$ cat src/rtl/pipe_types_pkg.sv
// Shared definitions for the inter-stage pipeline buffers.
package pipe_types_pkg;

  localparam int PIPE_DEPTH_REG      = 1;
  localparam int PIPE_DEPTH_SKID     = 2;
  localparam int PIPE_CNT_W_DEFAULT  = 16;

  // Occupancy of a stage buffer, encoded as {head_valid, skid_valid}.
  typedef enum logic [1:0] {
    EMPTY = 2'b00,
    ONE   = 2'b10,
    FULL  = 2'b11
  } pipe_occ_t;

endpackage

$ cat src/rtl/pipe_sat_cnt.sv
// Saturating event counter with synchronous clear; clear beats increment.
module pipe_sat_cnt
  import pipe_types_pkg::*;
#(
  parameter int CNT_W = PIPE_CNT_W_DEFAULT
) (
  input  logic             clk,
  input  logic             rst,
  input  logic             inc,
  input  logic             clr,
  output logic [CNT_W-1:0] cnt
);

  logic [CNT_W-1:0] cnt_q;
  logic [CNT_W-1:0] cnt_d;

  // Next count: clear first, otherwise step unless already at all-ones.
  always_comb begin
    cnt_d = cnt_q;
    if (clr) begin
      cnt_d = '0;
    end else if (inc && (cnt_q != '1)) begin
      cnt_d = cnt_q + 1'b1;
    end
  end

  // Counter register.
  always_ff @(posedge clk or posedge rst) begin
    if (rst) begin
      cnt_q <= '0;
    end else begin
      cnt_q <= cnt_d;
    end
  end

  assign cnt = cnt_q;

endmodule

$ cat src/rtl/pipe_stage_buf.sv
// Generic valid/ready stage buffer: plain register (DEPTH=1) or skid buffer
// (DEPTH=2) with flush and stall/bubble performance counters.
module pipe_stage_buf
  import pipe_types_pkg::*;
#(
  parameter int WIDTH      = 32,
  parameter int DEPTH      = PIPE_DEPTH_REG,
  parameter int CNT_W      = PIPE_CNT_W_DEFAULT,
  parameter int FLUSH_ZERO = 1
) (
  input  logic             CLK,
  input  logic             RST,
  input  logic             in_valid,
  input  logic [WIDTH-1:0] in_data,
  output logic             in_ready,
  output logic             out_valid,
  output logic [WIDTH-1:0] out_data,
  input  logic             out_ready,
  input  logic             flush,
  output logic [CNT_W-1:0] stall_cnt,
  output logic [CNT_W-1:0] bubble_cnt,
  input  logic             cnt_clr
);

  if ((DEPTH != PIPE_DEPTH_REG) && (DEPTH != PIPE_DEPTH_SKID)) begin : g_bad_depth
    $error("pipe_stage_buf: DEPTH must be 1 or 2");
  end
  if ((WIDTH < 1) || (WIDTH > 512)) begin : g_bad_width
    $error("pipe_stage_buf: WIDTH must be in 1..512");
  end

  pipe_occ_t        occ_q;
  pipe_occ_t        occ_d;
  logic [WIDTH-1:0] head_q;
  logic [WIDTH-1:0] head_d;
  logic [WIDTH-1:0] skid_q;
  logic [WIDTH-1:0] skid_d;
  logic             accept;
  logic             consume;
  logic             stall_inc;
  logic             bubble_inc;

  assign accept     = in_valid & in_ready;
  assign consume    = out_valid & out_ready;
  assign stall_inc  = out_valid & ~out_ready;
  assign bubble_inc = ~out_valid;

  // Occupancy and payload registers; reset throws away every entry.
  always_ff @(posedge CLK or posedge RST) begin
    if (RST) begin
      occ_q  <= EMPTY;
      head_q <= '0;
      skid_q <= '0;
    end else begin
      occ_q  <= occ_d;
      head_q <= head_d;
      skid_q <= skid_d;
    end
  end

  // Next occupancy and payload moves; flush overrides every handshake.
  always_comb begin
    occ_d  = occ_q;
    head_d = head_q;
    skid_d = skid_q;
    if (flush) begin
      occ_d = EMPTY;
      if (FLUSH_ZERO != 0) begin
        head_d = '0;
        skid_d = '0;
      end
    end else begin
      case (occ_q)
        EMPTY: begin
          if (accept) begin
            occ_d  = ONE;
            head_d = in_data;
          end
        end
        ONE: begin
          if (accept && consume) begin
            head_d = in_data;
          end else if (consume) begin
            occ_d = EMPTY;
          end else if (accept && (DEPTH == PIPE_DEPTH_SKID)) begin
            occ_d  = FULL;
            skid_d = in_data;
          end
        end
        FULL: begin
          if (consume) begin
            occ_d  = ONE;
            head_d = skid_q;
          end
        end
        default: begin
          occ_d = EMPTY;
        end
      endcase
    end
  end

  // Handshake outputs; the skid variant derives in_ready from a flop only.
  always_comb begin
    out_valid = (occ_q != EMPTY);
    out_data  = head_q;
    if (DEPTH == PIPE_DEPTH_SKID) begin
      in_ready = (occ_q != FULL);
    end else begin
      in_ready = (occ_q == EMPTY) | out_ready;
    end
  end

  pipe_sat_cnt #(.CNT_W(CNT_W)) u_stall_cnt (
    .clk (CLK),
    .rst (RST),
    .inc (stall_inc),
    .clr (cnt_clr),
    .cnt (stall_cnt)
  );

  pipe_sat_cnt #(.CNT_W(CNT_W)) u_bubble_cnt (
    .clk (CLK),
    .rst (RST),
    .inc (bubble_inc),
    .clr (cnt_clr),
    .cnt (bubble_cnt)
  );

endmodule
$ cat config.mk
export PLATFORM = sky130hd
export DESIGN_NAME = pipe_stage_buf
export DESIGN_NICKNAME = d
export VERILOG_FILES = /design/src/rtl/pipe_types_pkg.sv /design/src/rtl/pipe_sat_cnt.sv /design/src/rtl/pipe_stage_buf.sv
export SDC_FILE = /design/constraint.sdc
export NUM_CORES = 1
export LEC_CHECK = 0
export ABC_AREA = 1
export CORE_MARGIN = 2
export CORE_UTILIZATION = 35
export DETAILED_ROUTE_END_ITERATION = 6
export PLACE_DENSITY_LB_ADDON = 0.2
export REMOVE_ABC_BUFFERS = 1
export SLEW_MARGIN = 20
export SYNTH_ARGS = -nofsm -noshare
export SYNTH_HDL_FRONTEND = slang
export SYNTH_SLANG_ARGS = --single-unit
$ cat constraint.sdc
create_clock -name CLK -period 2 [get_ports CLK]
set_input_delay 0.5 -clock CLK [delete_from_list [all_inputs] [get_ports CLK]]
set_output_delay 0.5 -clock CLK [all_outputs]
set_load 0.01 [all_outputs]
==> flow_summary.yaml, run 1 <==
outcome:
  outcome: "finished, final reports clean"
cts:
  clock_path_buffers: 2
  path_clk_slew_ns: 0.06
  clock-root-buffer: "clkbuf_8"
  h-tree-depth: 3
  cts_tree: "built"
  cts_sinks: 65
  ctsHoldBuffers: 0
  clk_latency_ns: 0.34
  cts_buffers: 9
detailed_routing:
  routed-via-count: 3286
  wl_per_cell_um: 12.1
  ant_nets: 0
  wirelength_mm: 8.62
  first_pass_iters: 4
  viasPerCell: 4.61
  drc: 0
  drt_iter0_markers: 121
sta:
  slew_viol_final: 0
  worst_slew_pin_slew_ns: 0.534
  period_minus_slack_ns: 1.94
  rsz0062_at_grt: "no"
  setup_ws_ns: 0.0554
  finalHoldViolCount: 0
  setup_viol: 0
  fmax_mhz: 514
  fin_crit_sh: 0.972
  clock_skew_ns: 0.0111
  maxSlewHeadroom: 0.643
critical_path:
  reg2regPathDepth: 8
  reg2reg_from: "u_bubble_cnt.cnt[0]"
  path_depth: 4
  max_stage_delay_ns: 0.45
  cp_max_fo: 2
  cp.required_ns: 1.50
  crit_path_cell_trace: "clkdlybuf4s50_1 > nor2_2 > inv_2 > dlygate4sd2_1"
  regToRegSetupSlack_ns: 0.27
  crit_family: "buffers and inverters"
  path_buf_inv: 3
  arrival_ns: 1.44
  path_class: "primary input to output pin"
  worstSetupStartpoint: "out_ready"
  end_kind: "output pin"
  slowest_stage: "clkdlybuf4s50_1"
  cp-endpoint: "in_ready"
  worstSetupStartpointType: "primary input"
  reg2reg_to: "u_bubble_cnt.cnt[1]"
yosys:
  ys_types: 23
  synth_compound_area_frac: 0.0638
  synth-seq-area-share: 0.469
  synth_top_family_by_area: "simple AND/OR/NAND/NOR gates"
  syn_inst: 464
  yosys.area_share.simple: 0.334
  muxShareOfSynthArea: 0
  avgSynthCellArea_um2: 7.48
  synth_adder_area_share: 0.00721
  yosys_warnings: 0
  synth-xor-area-share: 0.0328
  ys_ff_latch: 65
  synth_area_mm2: 0.00347
global_routing:
  met2_usage: 0.245
  top_usage_layer: "met2"
  grt_pass1_vias: 3139
  track_usage: 0.166
  grt_overflow: 0
  grt_max_degree: 65
  grt_pass1_wl_mm: 14.7
  use_met3: 0.0654
  gr-usage-met1: 0.226
  antenna_found_initial: 0
power:
  fin_total_pwr_mw: 3.05
  powerDensity_mw_per_mm2: 620
  leakagePower_nw: 2.25
  vdd_drop_max_mv: 0.358
placed_design:
  hpwl_mm: 6.24
  post_dp_cell_area_mm2: 0.00471
  place.port_buffers: 103
  pre_cts_ws_ns: -0.207
  dp_cells: 697
  gp_congestion: 0.871
cells_and_area:
  area_growth_pct: 41.9
  drive_gt1_frac: 0.0690
  fillers: 947
  mostFrequentLayoutCell: "nand2_1"
  stdcell_count: 713
  stdcell_area_mm2: 0.00492
  antenna_cells: 0
  layout_common_cells: "nand2_1, clkdlybuf4s50_1, nand3_1, inv_1, dfrtp_1"
  nets: 616
floorplan:
  core_mm2: 0.00968
  die_h_um: 104
  io-pin-count: 104
  die_w_um: 104
  die_area_mm2: 0.0107
  start_util: 0.358
  row_count: 36
min_path:
  hold_start: "out_data[30]"
  holdCritPathClass: "register to register"
flow_run:
  cap_violations: 0
==> what timing repair did <==
action	4_1_cts	5_1_grt
gates resized for setup	2	1
pin swaps	0	1
setup buffers	0	1
setup endpoints to repair	1	1
==> logic make-up (layout without fill, tap and decap cells) <==
group / Yosys count / in the layout
xor+xnor: 13 / 13
fa+ha+maj: 2 / 2
compound gates: 43 / 43
buf+inv: 83 / 199
simple gates: 258 / 258
flops: 65 / 65
==> per-stage QoR <==
step                hold WS (ns)  setup TNS [ns]  utilization
finish                     0.528               0        0.509
floorplan                  0.552          -11.27            -
CTS                        0.535               0        0.508
global placement           0.512          -0.219        0.486
global route               0.558               0        0.509
detailed placement         0.517          -0.207        0.486
==> per-layer routing <==
metal  share of wire  up-vias
met5               0        -
met4          0.0079        0
met3           0.083        7
met2            0.44      107
met1            0.47     1488
li1                -     1684
==> area by class of cell <==
| cell class | count | area, um^2 | share of cell area |
|---|---|---|---|
| multi-input cells | 316 | 1530 | 0.311 |
| clock buffers | 12 | 145 | 0.0295 |
| repair buffers | 115 | 1130 | 0.230 |
| flip-flops and latches | 65 | 1630 | 0.330 |
| well taps | 133 | 166 | 0.0338 |
| inverters | 69 | 259 | 0.0526 |
| clock inverters | 3 | 65.1 | 0.0132 |
==> report_power, final <==
group / switching, mW / internal [mW]
clock network: 0.483 / 0.729
logic: 0.202 / 0.225
registers: 0.0411 / 1.37
total: 0.726 / 2.33
==> cells in the mapped netlist <==
library cell    n  area share
clkinv_1        1      0.0011
a21oi_1         1      0.0014
nor2_2          5      0.0090
o21bai_1        1      0.0022
inv_1          68       0.074
dfrtp_1        65        0.47
buf_2           4      0.0058
clkbuf_1        9      0.0097
nand3_1        72        0.10
nand4_1         7       0.013
xnor2_1         3      0.0076
xor2_1         10       0.025
nor2_1         32       0.035
ha_1            2      0.0072
o21ai_2         1      0.0025
nand2_1       130        0.14
nand3b_1        6       0.013
nand2_2         1      0.0018
nor2_8          1      0.0058
nor2_4          4       0.013
o21ai_0        34       0.049
buf_6           1      0.0032
o21ai_1         6      0.0087
==> sequential cells by signal, summed over array words and instances (netlist names) <==
register,cells
out_data,32
occ_q,1
u_stall_cnt.cnt,16
u_bubble_cnt.cnt,16
==> worst reg2reg max path: stages, from the launching register on <==
cell     delay [ns]
dfrtp_1        0.43
ha_1           0.26
nand2_1        0.12
nor2_4         0.05
nand2_2        0.10
o21ai_1        0.10
nor2_1         0.43
nand2_1        0.10
nand2_1        0.09
==> worst min-delay path by stage <==
stage              endpoint  cells past startpoint
2_1_floorplan  out_data[10]                      2
3_3_place_gp    out_data[9]                      2
3_5_place_dp    out_data[9]                      2
4_1_cts         out_data[9]                      2
5_1_grt        out_data[10]                      2
6_report       out_data[30]                      2
Note: power is estimated with default switching activity, not from simulation.
==> run 2: changes to the inputs <==
--- a/config.mk
+++ b/config.mk
@@ -6,6 +6,7 @@
 export NUM_CORES = 1
 export LEC_CHECK = 0
 export ABC_AREA = 1
+export CAP_MARGIN = 15
 export CORE_MARGIN = 2
 export CORE_UTILIZATION = 35
 export DETAILED_ROUTE_END_ITERATION = 6
==> results of run 2 <==
The final DEF is identical to that of run 1; final timing and power are the same.
==> run 3: changes to the inputs <==
--- a/config.mk
+++ b/config.mk
@@ -10,8 +10,10 @@
 export CORE_MARGIN = 2
 export CORE_UTILIZATION = 35
 export DETAILED_ROUTE_END_ITERATION = 6
+export GPL_ROUTABILITY_DRIVEN = 1
 export PLACE_DENSITY_LB_ADDON = 0.2
 export REMOVE_ABC_BUFFERS = 1
+export SETUP_SLACK_MARGIN = 0.02
 export SLEW_MARGIN = 20
 export SYNTH_ARGS = -nofsm -noshare
 export SYNTH_HDL_FRONTEND = slang
==> run 3 against run 2 <==
  * Cell count unchanged
  * Count of clock-buffer cells in the layout unchanged
  * Setup slack improved by 0.066 ns
  * Largest power group unchanged
  * Global-route usage did not move
  * Power about the same
  * Die area stayed put
  * Wire length unchanged
  * Clock power about the same
  * Register-to-register slack improved by 0.09 ns
  * Worst hold slack did not move
  * Combinational power is essentially flat
  * Sequential cell count stayed put
==> flow_summary.yaml, run 3 (synthesis results as in run 1) <==
outcome:
  outcome: "finished, final reports clean"
critical_path:
  crit_path_cell_trace: "clkdlybuf4s50_1"
  cp_max_fo: 7
  path_buf_inv: 1
  worstSetupStartpointType: "register"
  end_kind: "output pin"
  max_stage_delay_ns: 0.58
  arrival_ns: 1.38
  slowest_stage: "clkdlybuf4s50_1"
  path_class: "register to output pin"
  cp.required_ns: 1.50
  crit_family: "buffers and inverters"
floorplan:
  core_mm2: 0.00968
  row_count: 36
  die_h_um: 104
  die_area_mm2: 0.0107
  io-pin-count: 104
  start_util: 0.358
  die_w_um: 104
cells_and_area:
  largest_register_ffs: 32
  antenna_cells: 0
  final-seq-area_mm2: 0.00163
  multi_input_area_mm2: 0.00153
  drive_gt1_frac: 0.0690
  area_growth_pct: 42.0
  mostFrequentLayoutCell: "nand2_1"
  layout_common_cells: "nand2_1, clkdlybuf4s50_1, nand3_1, inv_1, dfrtp_1"
  stdcell_area_mm2: 0.00493
  nets: 616
  fillers: 945
global_routing:
  grt_max_degree: 65
  grt_pass1_wl_mm: 14.7
  grt_pass1_vias: 3139
  antenna_found_initial: 0
  grt_overflow: 0
  track_usage: 0.166
sta:
  maxSlewHeadroom: 0.674
  rsz0062_at_grt: "no"
  finalSetupTns_ns: 0
  slew_viol_final: 0
  worst_slew_pin_slew_ns: 0.488
  clock_skew_ns: 0.0113
  fmax_mhz: 532
  finalHoldViolCount: 0
  setup_viol: 0
  fin_crit_sh: 0.939
  period_minus_slack_ns: 1.88
cts:
  clk_latency_ns: 0.33
  cts_tree: "built"
  clock_path_buffers: 2
  path_clk_slew_ns: 0.07
  cts_sinks: 65
  h-tree-depth: 3
  clock-root-buffer: "clkbuf_8"
  ctsHoldBuffers: 0
  cts_buffers: 9
detailed_routing:
  drt_iter0_markers: 116
  drc: 0
  viasPerCell: 4.61
  wl_per_cell_um: 12.1
  ant_nets: 0
  wirelength_mm: 8.62
  routed-via-count: 3287
  first_pass_iters: 4
power:
  leakagePower_nw: 2.26
  seqPwrFrac: 0.464
  clock_power_share: 0.397
  combPwrFrac: 0.140
  vdd_drop_max_mv: 0.358
  p_int_mw: 2.33
  p_sw_frac: 0.238
  powerDensity_mw_per_mm2: 619
  switchingPower_uw: 725
flow_run:
  cap_violations: 0
placed_design:
  place.port_buffers: 103
  gp_congestion: 0.871
  hpwl_mm: 6.24
  post_dp_cell_area_mm2: 0.00471
min_path:
  holdCritPathClass: "register to register"
-- run 3: changes by cell type in the layout (fill, tap and decap cells not counted) --
cell / previous run / this run
clkdlybuf4s50_1: 102 / 101
inv_1: 66 / 67
nor2_2: 6 / 7
inv_2: 2 / 1
dlymetal6s2s_1: 0 / 1
nor2_1: 31 / 30
-- run 3: through the flow --
step           setup slack (ns)  power [mW]  std cells  hold slack [ns]   util
3_5_place_dp             -0.207        1.87        697            0.517  0.486
2_1_floorplan            -0.126        1.60        450            0.552      -
6_report                  0.122        3.05        713            0.528  0.509
3_3_place_gp             -0.219        1.87        697            0.512  0.486
5_1_grt                  0.0410        3.22        713            0.558  0.509
4_1_cts                  0.0426        3.10        712            0.535  0.508
-- run 3: power by group through the flow --
stage / logic, mW / clock network (mW) / registers, mW
after floorplan: 0.135 / 0 / 1.46
after CTS: 0.434 / 1.25 / 1.42
final: 0.427 / 1.21 / 1.42
after global routing: 0.476 / 1.32 / 1.42
after global placement: 0.428 / 0 / 1.44
after detailed placement: 0.433 / 0 / 1.44
-- run 3: area by class of cell --
class                   count  area share
inverters                  69      0.0525
well taps                 133      0.0338
clock buffers              12      0.0294
flip-flops and latches     65       0.330
multi-input cells         316       0.311
clock inverters             3      0.0132
repair buffers            115       0.230
-- run 3: timing repair --
item	in CTS	in global routing
buffers inserted	0	1
hold endpoints to repair	0	0
resized for setup	2	2
setup endpoints to repair	1	5
pin swaps	1	1
-- run 3: path summary, 6_finish.rpt --
kind                                     from                   to  slack [ns]  cells after the start
setup / recovery           u_stall_cnt.cnt[2]         stall_cnt[2]        0.12                      1
hold / removal                   out_data[30]         out_data[30]        0.53                      2
setup reg to reg           u_stall_cnt.cnt[1]   u_stall_cnt.cnt[0]        0.36                      9
hold reg to reg                  out_data[30]         out_data[30]        0.53                      2
max in group asynchronous                 RST  u_stall_cnt.cnt[15]        1.04                      3
min in group asynchronous                 RST          out_data[7]        0.55                      3
-- run 3: worst reg2reg max path, stage by stage, from the launching register on --
cell     delay, ns
dfrtp_1       0.42
ha_1          0.24
nand2_1       0.08
nor2_2        0.18
nand2_1       0.12
nor2_2        0.16
nor2_4        0.09
nor2_2        0.17
nand2_1       0.07
nand2_1       0.06
-- run 3: metal layers --
layer	up-vias	wire, um	part of all wire	track usage
met1	1499	4120	0.48	0.226
li1	1682	-	-	-
met2	100	3710	0.43	0.245
met4	0	67	0.0078	0.0502
met5	-	0	0	0
met3	6	715	0.083	0.0654
